### config.mk
export PLATFORM = sky130hd
export DESIGN_NAME = lcd_timing_gen_param
export DESIGN_NICKNAME = d
export VERILOG_FILES = /design/src/rtl/lcd_tpg_pkg.sv /design/src/rtl/lcd_sync_counter.sv /design/src/rtl/lcd_timing_gen_param.sv
export SDC_FILE = /design/constraint.sdc
export NUM_CORES = 1
export LEC_CHECK = 0
export BUFFER_PORTS_ARGS = -buffer_cell sky130_fd_sc_hd__buf_2
export CAP_MARGIN = 0
export CORE_MARGIN = 2
export CORE_UTILIZATION = 45
export DETAILED_ROUTE_END_ITERATION = 10
export GPL_ROUTABILITY_DRIVEN = 0
export PLACE_DENSITY = 0.81
export SYNTH_ARGS = -nofsm -noshare
export SYNTH_HDL_FRONTEND = slang
export SYNTH_SLANG_ARGS = --single-unit
### constraint.sdc
create_clock -name iCLK -period 3.8 [get_ports iCLK]
set_input_delay 0.19 -clock iCLK [delete_from_list [all_inputs] [get_ports iCLK]]
set_output_delay 0.19 -clock iCLK [all_outputs]
set_load 0.01 [all_outputs]
### src/rtl/lcd_tpg_pkg.sv
// Shared definitions for the LCD timing generator / test-pattern source:
// display-mode encoding and the colour-bar table.
package lcd_tpg_pkg;

    typedef enum logic [2:0] {
        MODE_EXT    = 3'd0,
        MODE_GRAY   = 3'd1,
        MODE_RGB    = 3'd2,
        MODE_BARS   = 3'd3,
        MODE_WHITE  = 3'd4,
        MODE_GRAY50 = 3'd5,
        MODE_CHECK  = 3'd6,
        MODE_BORDER = 3'd7
    } mode_e;

    localparam int N_BARS = 8;

    // One {R,G,B} on/off triple per bar, bar 0 in the low bits:
    // white, yellow, cyan, green, magenta, red, blue, black.
    localparam logic [3*N_BARS-1:0] BAR_TABLE = {
        3'b000, 3'b001, 3'b100, 3'b101,
        3'b010, 3'b011, 3'b110, 3'b111
    };

    function automatic logic [2:0] bar_rgb(input logic [2:0] idx);
        return BAR_TABLE[3*idx +: 3];
    endfunction

endpackage

### src/rtl/lcd_sync_counter.sv
// Raster counters for the LCD timing generator: h/v position, active-area
// request with active-relative X/Y, and sync levels (all combinational on the counters).
module lcd_sync_counter #(
    parameter int H_ACTIVE = 800,
    parameter int H_FP     = 40,
    parameter int H_SYNC   = 1,
    parameter int H_BP     = 215,
    parameter int V_ACTIVE = 480,
    parameter int V_FP     = 10,
    parameter int V_SYNC   = 1,
    parameter int V_BP     = 34,
    parameter bit HS_POL   = 1'b0,
    parameter bit VS_POL   = 1'b0
) (
    input  logic        iCLK,
    input  logic        iRST,
    input  logic        iEN,
    output logic        oREQ,
    output logic [10:0] oX,
    output logic [9:0]  oY,
    output logic        oHS,
    output logic        oVS,
    output logic        oFRAME_START
);
    localparam logic [10:0] H_TOT     = 11'(H_SYNC + H_BP + H_ACTIVE + H_FP);
    localparam logic [10:0] H_ACT_BEG = 11'(H_SYNC + H_BP);
    localparam logic [10:0] H_ACT_END = 11'(H_SYNC + H_BP + H_ACTIVE);
    localparam logic [10:0] H_SYNC_L  = 11'(H_SYNC);
    localparam logic [9:0]  V_TOT     = 10'(V_SYNC + V_BP + V_ACTIVE + V_FP);
    localparam logic [9:0]  V_ACT_BEG = 10'(V_SYNC + V_BP);
    localparam logic [9:0]  V_ACT_END = 10'(V_SYNC + V_BP + V_ACTIVE);
    localparam logic [9:0]  V_SYNC_L  = 10'(V_SYNC);

    logic [10:0] h_cnt;
    logic [9:0]  v_cnt;
    logic        run;
    logic        h_act;
    logic        v_act;

    // Disable holds the raster at the origin so enabling always starts a fresh frame.
    always_ff @(posedge iCLK) begin
        if (iRST || !iEN) begin
            h_cnt <= '0;
            v_cnt <= '0;
        end else if (h_cnt == H_TOT - 11'd1) begin
            h_cnt <= '0;
            v_cnt <= (v_cnt == V_TOT - 10'd1) ? '0 : v_cnt + 10'd1;
        end else begin
            h_cnt <= h_cnt + 11'd1;
        end
    end

    assign run   = iEN && !iRST;
    assign h_act = (h_cnt >= H_ACT_BEG) && (h_cnt < H_ACT_END);
    assign v_act = (v_cnt >= V_ACT_BEG) && (v_cnt < V_ACT_END);

    assign oREQ         = run && h_act && v_act;
    assign oX           = oREQ ? (h_cnt - H_ACT_BEG) : '0;
    assign oY           = oREQ ? (v_cnt - V_ACT_BEG) : '0;
    assign oHS          = (run && (h_cnt < H_SYNC_L)) ? HS_POL : ~HS_POL;
    assign oVS          = (run && (v_cnt < V_SYNC_L)) ? VS_POL : ~VS_POL;
    assign oFRAME_START = run && (h_cnt == '0) && (v_cnt == '0);

endmodule

### src/rtl/lcd_timing_gen_param.sv
// Parametrised LCD timing generator and test-pattern source (pass-through or built-in patterns).
// Define LCD_TPG_CHECKER_EN to build the checkerboard (mode 6) and bordered bars (mode 7).
module lcd_timing_gen_param
    import lcd_tpg_pkg::*;
#(
    parameter int H_ACTIVE = 800,
    parameter int H_FP     = 40,
    parameter int H_SYNC   = 1,
    parameter int H_BP     = 215,
    parameter int V_ACTIVE = 480,
    parameter int V_FP     = 10,
    parameter int V_SYNC   = 1,
    parameter int V_BP     = 34,
    parameter bit HS_POL   = 1'b0,
    parameter bit VS_POL   = 1'b0,
    parameter int COLOR_W  = 8
) (
    input  logic               iCLK,
    input  logic               iRST,
    input  logic               iEN,
    input  logic [2:0]         iDISPLAY_MODE,
    input  logic [COLOR_W-1:0] iPIX_R,
    input  logic [COLOR_W-1:0] iPIX_G,
    input  logic [COLOR_W-1:0] iPIX_B,
    output logic               oREQ,
    output logic [10:0]        oX,
    output logic [9:0]         oY,
    output logic               oHD,
    output logic               oVD,
    output logic               oDEN,
    output logic [COLOR_W-1:0] oLCD_R,
    output logic [COLOR_W-1:0] oLCD_G,
    output logic [COLOR_W-1:0] oLCD_B,
    output logic               oSOF,
    output logic               oEOL
);
    localparam int                 BAR_W        = H_ACTIVE / N_BARS;
    localparam int                 BAR_CW       = $clog2(BAR_W + 1);
    localparam logic [BAR_CW-1:0]  BAR_LAST     = BAR_CW'(BAR_W - 1);
    localparam logic [10:0]        X_LAST       = 11'(H_ACTIVE - 1);
    localparam logic [9:0]         Y_THIRD      = 10'(V_ACTIVE / 3);
    localparam logic [9:0]         Y_TWO_THIRDS = 10'(2 * V_ACTIVE / 3);
    localparam logic [COLOR_W-1:0] C_FULL       = '1;
    localparam logic [COLOR_W-1:0] C_MID        = {1'b0, {(COLOR_W-1){1'b1}}};

    logic               vld_p0;
    logic               hs_p0;
    logic               vs_p0;
    logic               frame_start_p0;
    logic               sof_p0;
    logic               eol_p0;
    logic [10:0]        x_p0;
    logic [9:0]         y_p0;
    logic [COLOR_W-1:0] ramp_p0;
    logic [2:0]         bar_p0;
    logic [COLOR_W-1:0] r_p0;
    logic [COLOR_W-1:0] g_p0;
    logic [COLOR_W-1:0] b_p0;

    mode_e              mode_q;
    logic [BAR_CW-1:0]  bar_col;
    logic [2:0]         bar_idx;

    lcd_sync_counter #(
        .H_ACTIVE (H_ACTIVE),
        .H_FP     (H_FP),
        .H_SYNC   (H_SYNC),
        .H_BP     (H_BP),
        .V_ACTIVE (V_ACTIVE),
        .V_FP     (V_FP),
        .V_SYNC   (V_SYNC),
        .V_BP     (V_BP),
        .HS_POL   (HS_POL),
        .VS_POL   (VS_POL)
    ) u_sync (
        .iCLK         (iCLK),
        .iRST         (iRST),
        .iEN          (iEN),
        .oREQ         (vld_p0),
        .oX           (x_p0),
        .oY           (y_p0),
        .oHS          (hs_p0),
        .oVS          (vs_p0),
        .oFRAME_START (frame_start_p0)
    );

    assign oREQ   = vld_p0;
    assign oX     = x_p0;
    assign oY     = y_p0;
    assign sof_p0 = vld_p0 && (x_p0 == '0) && (y_p0 == '0);
    assign eol_p0 = vld_p0 && (x_p0 == X_LAST);

    // The raster origin is inside the sync region, so a mode loaded there
    // is in place before the first visible pixel of the frame.
    always_ff @(posedge iCLK) begin
        if (iRST) begin
            mode_q <= MODE_EXT;
        end else if (frame_start_p0) begin
            mode_q <= mode_e'(iDISPLAY_MODE);
        end
    end

    // Bar position tracks x_p0 without a divide; it returns to zero at every line end.
    always_ff @(posedge iCLK) begin
        if (iRST || !vld_p0) begin
            bar_col <= '0;
            bar_idx <= '0;
        end else if (bar_col == BAR_LAST) begin
            bar_col <= '0;
            bar_idx <= bar_idx + 3'd1;
        end else begin
            bar_col <= bar_col + BAR_CW'(1);
        end
    end

`ifdef LCD_TPG_CHECKER_EN
    localparam logic [9:0] Y_LAST = 10'(V_ACTIVE - 1);
    logic border_p0;
    assign border_p0 = (x_p0 == '0) || (x_p0 == X_LAST) || (y_p0 == '0) || (y_p0 == Y_LAST);
`endif

    always_comb begin
        r_p0    = '0;
        g_p0    = '0;
        b_p0    = '0;
        ramp_p0 = x_p0[COLOR_W-1:0];
        bar_p0  = bar_rgb(bar_idx);
        case (mode_q)
            MODE_EXT: begin
                r_p0 = iPIX_R;
                g_p0 = iPIX_G;
                b_p0 = iPIX_B;
            end
            MODE_GRAY: begin
                r_p0 = ramp_p0;
                g_p0 = ramp_p0;
                b_p0 = ramp_p0;
            end
            MODE_RGB: begin
                if (y_p0 < Y_THIRD)           r_p0 = ramp_p0;
                else if (y_p0 < Y_TWO_THIRDS) g_p0 = ramp_p0;
                else                          b_p0 = ramp_p0;
            end
            MODE_BARS: begin
                r_p0 = {COLOR_W{bar_p0[2]}};
                g_p0 = {COLOR_W{bar_p0[1]}};
                b_p0 = {COLOR_W{bar_p0[0]}};
            end
            MODE_WHITE: begin
                r_p0 = C_FULL;
                g_p0 = C_FULL;
                b_p0 = C_FULL;
            end
            MODE_GRAY50: begin
                r_p0 = C_MID;
                g_p0 = C_MID;
                b_p0 = C_MID;
            end
`ifdef LCD_TPG_CHECKER_EN
            MODE_CHECK: begin
                r_p0 = {COLOR_W{x_p0[5] ^ y_p0[5]}};
                g_p0 = {COLOR_W{x_p0[5] ^ y_p0[5]}};
                b_p0 = {COLOR_W{x_p0[5] ^ y_p0[5]}};
            end
            MODE_BORDER: begin
                r_p0 = {COLOR_W{border_p0 | bar_p0[2]}};
                g_p0 = {COLOR_W{border_p0 | bar_p0[1]}};
                b_p0 = {COLOR_W{border_p0 | bar_p0[0]}};
            end
`endif
            default: begin
                r_p0 = '0;
                g_p0 = '0;
                b_p0 = '0;
            end
        endcase
    end

    // ---- stage 0 -> stage 1: all panel-side outputs registered together ----
    always_ff @(posedge iCLK) begin
        if (iRST) begin
            oDEN   <= 1'b0;
            oHD    <= ~HS_POL;
            oVD    <= ~VS_POL;
            oSOF   <= 1'b0;
            oEOL   <= 1'b0;
            oLCD_R <= '0;
            oLCD_G <= '0;
            oLCD_B <= '0;
        end else begin
            oDEN   <= vld_p0;
            oHD    <= hs_p0;
            oVD    <= vs_p0;
            oSOF   <= sof_p0;
            oEOL   <= eol_p0;
            oLCD_R <= vld_p0 ? r_p0 : '0;
            oLCD_G <= vld_p0 ? g_p0 : '0;
            oLCD_B <= vld_p0 ? b_p0 : '0;
        end
    end

endmodule

After elaboration in Yosys (flattened, before gate mapping)
Cells that the tools add are included.
{"block": "op_classes", "n_addsub": 6, "mul": 1, "n_div": 0, "order_cmp": 8, "eq_ne": 9, "shift": 1, "n_mux": 13, "bitwise_logic": 1, "reduce_logical": 25}
{"op": "case mux 8 bit (6 select lines)", "count": 3}
{"op": "2-to-1 mux 8 bit", "count": 5}
{"op": "indexed part select 24 x 6 -> 3 bit, first input constant", "count": 1}
{"op": "zero test 11 bit", "count": 2}
{"op": "zero test 10 bit", "count": 2}
{"op": "2-to-1 mux 10 bit", "count": 2}
{"op": "logical AND 1 bit", "count": 12}
{"op": "adder 11 x 1 -> 11 bit, second input constant", "count": 1}
{"op": "equality test 11 x 10 -> 1 bit, second input constant", "count": 1}
{"op": "equality test 11 bit, second input constant", "count": 1}
{"op": ">= comparator 11 x 8 -> 1 bit, second input constant", "count": 1}
{"op": "< comparator 11 x 1 -> 1 bit, second input constant", "count": 1}
{"op": "< comparator 11 x 10 -> 1 bit, second input constant", "count": 1}
{"op": "2-to-1 mux 11 bit", "count": 1}
{"op": "subtractor 11 x 8 -> 11 bit, second input constant", "count": 1}
{"op": "adder 10 x 1 -> 10 bit, second input constant", "count": 1}
{"op": "equality test 10 bit, second input constant", "count": 1}
{"op": ">= comparator 10 x 6 -> 1 bit, second input constant", "count": 1}
{"op": "< comparator 10 x 1 -> 1 bit, second input constant", "count": 1}
{"op": "< comparator 10 bit, second input constant", "count": 1}
{"op": "< comparator 10 x 8 -> 1 bit, second input constant", "count": 1}
{"op": "< comparator 10 x 9 -> 1 bit, second input constant", "count": 1}
{"op": "subtractor 10 x 6 -> 10 bit, second input constant", "count": 1}
{"op": "adder 7 x 1 -> 7 bit, second input constant", "count": 1}
{"op": "12 further kinds", "count": 20}
{"block": "word_totals", "reg_bits": 63, "latch_bits": 0, "mem_bits_rw": 0, "mem_bits_ro": 0, "inputBits": 30, "out_inout_bits": 51, "elab_cells": 77, "mem_count": 0}

Depth between registers and ports, before layout
{"block": "depth", "depth_word": 9, "depth_mapped": 9, "ltp_nobuf": 8}

Modules after synthesis
From an unflattened synthesis, not the netlist that was laid out.
{"block": "unflattened", "cells_unflattened": 447, "hier_area_um2": 3661.0}
{"module": "lcd_timing_gen_param", "instances": 1, "cells_each": 245, "area_per_inst_um2": 2103.3, "seq_area_each_um2": 840.8}
{"module": "lcd_sync_counter", "instances": 1, "cells_each": 202, "area_per_inst_um2": 1557.7, "seq_area_each_um2": 420.4}

Worst setup path before layout
No wires, ideal clock.
{"block": "synth_path", "path_kind": "reg2out", "startpoint": "register u_sync.v_cnt[1]", "endpoint": "output oY[9]", "t_arrival_ns": 2.087, "required_time_ns": 3.610, "slack_ns": 1.523, "path_stages_with_launch": 8, "path_buffers": 2, "path_cell_list": "dfxtp_1 > ha_1 > o41ai_2 > a21oi_1 > o211ai_2 > buf_2 > buf_1 > nor2_1"}
{"block": "synth_between", "elab_chain_len": 4}
{"item": "start, declared", "line": "lcd_sync_counter.sv:35", "text": "logic [9:0] v_cnt;"}
{"item": "start signal, assigned", "line": "lcd_sync_counter.sv:47", "text": "v_cnt <= (v_cnt == V_TOT - 10'd1) ? '0 : v_cnt + 10'd1;"}
{"item": ">= comparator 10 x 6 -> 1 bit or < comparator 10 bit (tied branches)", "line": "lcd_sync_counter.sv:55", "text": "assign v_act = (v_cnt >= V_ACT_BEG) && (v_cnt < V_ACT_END);"}
{"item": "logical AND 1 bit", "line": "lcd_sync_counter.sv:55"}
{"item": "logical AND 1 bit", "line": "lcd_sync_counter.sv:57", "text": "assign oREQ = run && h_act && v_act;"}
{"item": "2-to-1 mux 10 bit (*)", "line": "lcd_sync_counter.sv:59", "text": "assign oY = oREQ ? (v_cnt - V_ACT_BEG) : '0;"}
{"item": "end, declared", "line": "lcd_timing_gen_param.sv:27", "text": "output logic [9:0] oY,"}
Mark *: on every way between the ends. The rest lies on a longest branch, timed or not.

Worst setup path in the final report
{"block": "layout_path", "startpoint": "register u_sync.v_cnt[0]", "endpoint": "output oX[7]"}
{"block": "layout_between", "elab_chain_len": 4}
{"item": ">= comparator 10 x 6 -> 1 bit or < comparator 10 bit (tied branches)", "line": "lcd_sync_counter.sv:55"}
{"item": "logical AND 1 bit (*)", "line": "lcd_sync_counter.sv:55"}
{"item": "logical AND 1 bit (*)", "line": "lcd_sync_counter.sv:57"}
{"item": "2-to-1 mux 11 bit (*)", "line": "lcd_sync_counter.sv:58", "text": "assign oX = oREQ ? (h_cnt - H_ACT_BEG) : '0;"}
{"item": "end, declared", "line": "lcd_timing_gen_param.sv:26", "text": "output logic [10:0] oX,"}
Marked as above.

==> impl_metrics.ini <==
[outcome]
outcome = finished, final reports clean

[sta]
finalCritPeriodShare_pct = 79.01
period_needed_ps = 3002
tns_ps = 0
skew_ps = 10.68
max_freq_mhz = 333.1
grt_setup_unrepaired = false
maxSlewViolCount = 0
whs_ps = 88.68
setup_viol = 0
tightest_slew_ps = 1149
finalHoldViolCount = 0
slew_headroom_pct = 22.96

[worst_setup_path]
reg2regPathDepth = 8
crit_fanout = 30
cp_top_family = compound AO/OA/AOI/OAI gates
slowest_delay_ps = 520
path_buf_inv = 2
end_kind = output port
crit_cells = 7
cp.required_ps = 3610
cp_cell_sequence = ha_1, o41ai_2, a21oi_1, o211ai_2, buf_4, nor2_1, buf_2
critical_path_class = reg2out
start_kind = flip-flop
arrival_ps = 2810
crit_slowest_cell = o41ai_2

[detailed_routing]
drtIter0Drc = 341
viasPerCell = 5.550
drt_wl_total_mm = 9.298
vias = 3402
wire_per_inst_um = 15.17
ant_nets = 0
drcViolationCount = 0
first_pass_iters = 5

[synth]
yosys_warnings = 0
syn_inst = 443
synth_async_sr_flop_share_pct = 0
synth-edff-count = 0
yosys-top-cells-area = dfxtp_1 36%, nor2_1 8.1%, a21oi_1 5.9%
synth.avg_cell_area_um2 = 7.874
synth-main-ff-cell = dfxtp_1
yosys_register_bits = 63
seq_area_frac_synth_pct = 36.15
yosysTopAreaCell = dfxtp_1
synth.cell_area_um2 = 3488
synth_top_area_share_pct = 36.15
syn-num-nets = 484
synth_cell_types = 55

[clock_network]
cts.sinks = 63
cts.path.max_buffers = 2
clk_latency_ps = 350
cts_tree = yes
cts_resized = 0
numCtsBuffers = 9
cts_root_buffer = clkbuf_8
post_cts_buffers = 0
clk_pin_slew_worst_paths_ps = 70
htree_num_levels = 3
cts-hold-fix-buffers = 0

[final_layout]
drive_gt1_share_pct = 21.53
diodes = 0
area_delta_synth_final_pct = 17.07
final_cell_mix = 80 x buf_2, 75 x nor2_1, 63 x dfxtp_1
final_common_cell = buf_2
finalNetCount = 547

[placement]
io_buffers = 80
hpwl_mm = 6.857

[floorplanning]
rows = 32
die-width_um = 92.05
start_util_pct = 45.86
die_height_um = 92.05
coreArea_um2 = 7607
io_pins = 81
dieArea_um2 = 8472

[worst_hold_path]
min_path_type = in2reg
min_path_cells = 3

[grt]
grt_pass1_wl_mm = 14.99
grt_pass1_vias = 3112
grt_max_degree = 31
antenna_found_initial = 0
overflow = 0
grt_util_all_layers_pct = 22.24

[run]
cap_violations = 0

[power_and_ir_drop]
power_density_nw_per_um2 = 311.0
p_leak_nw = 1.699
vdd_ir_drop_max_mv = 0.1877
## power by group
group / switching [W] / total [W] / leakage [nW] / internal (W)
clock: 0.000277 / 0.000514 / 0.0894 / 0.000237
sequential: 0.00000653 / 0.000670 / 0.508 / 0.000664
combinational: 0.0000498 / 0.0000859 / 1.10 / 0.0000361
## cells in the mapped netlist (all sizes together), types with 2 or more instances
cell type  number
a311oi          5
o21ai          17
nor2           75
mux2i           5
inv            19
and2            7
nand3b          2
nand3          16
buf            10
nor3           14
dfxtp          63
clkbuf         20
o211ai          2
o22ai          10
or3             2
nand2          28
a211oi          4
and3            5
nand4           8
o21bai          2
a31oi           3
xnor2          23
a2111oi         2
o32a            3
o31ai           2
nand2b          5
nor4            5
ha             11
xor2           15
a21oi          41
and4            3
## registers in the layout, indices dropped and copies added (netlist names)
signal,flops
u_sync.h_cnt,11
oLCD_B,8
mode_q,3
u_sync.v_cnt,10
oEOL,1
oLCD_R,8
bar_col,7
oLCD_G,8
oDEN,1
oSOF,1
bar_idx,3
oHD,1
oVD,1
## path summary, 6_finish.rpt
kind / start / endpoint / slack [ps]
min: iDISPLAY_MODE[2] / mode_q[2]$_SDFFE_PP0P_ / 90
max reg2reg: u_sync.v_cnt[0]$_SDFFE_PN0P_ / oLCD_R[5]$_SDFF_PP0_ / 870
min reg2reg: bar_col[0]$_SDFF_PP0_ / bar_col[0]$_SDFF_PP0_ / 450
max: u_sync.v_cnt[0]$_SDFFE_PN0P_ / oX[7] / 800
## area by class of cell
class / count / area (um2)
Clock inverter: 7 / 48.80
Multi-Input combinational cell: 331 / 2036
Sequential cell: 63 / 1261
Tap cell: 102 / 127.6
Inverter: 19 / 71.32
Fill cell: 723 / 3523
Timing Repair Buffer: 82 / 415.4
Clock buffer: 9 / 123.9
## through the flow
stage                     instance area [um2]  setup slack, ps  power [W]  instances  util (%)
after CTS                                4084            816.0   0.001277        613     53.68
after global routing                     4084            601.7   0.001319        613     53.68
after detailed placement                 3911            935.7  0.0007697        597     51.41
after floorplan                          3488             1523  0.0007388        443         -
after global placement                   3911             1166  0.0007687        597     51.41
final                                    4084            797.6   0.001270        613     53.68
## cells by family after synthesis
| group | after synthesis | share of synthesized area [%] |
|---|---|---|
| simple gates | 178 | 24.32 |
| compound gates | 99 | 18.97 |
| flops | 63 | 36.15 |
| buf+inv | 49 | 5.631 |
| xor+xnor | 38 | 9.541 |
| fa+ha+maj | 11 | 3.945 |
| mux | 5 | 1.435 |
## layer usage
metal | track usage, % | part of all wire [%] | up-vias
li1 | - | - | 1671
met5 | 0 | 0 | -
met4 | 9.080 | 1.7 | 0
met3 | 4.684 | 7.3 | 10
met1 | 28.80 | 44 | 1563
met2 | 36.03 | 47 | 158
## worst min-delay path: stages
cell and delay (ps):
buf_2 80, mux2i_1 60, nor2_1 80
Note: power is estimated with default switching activity, not from simulation.
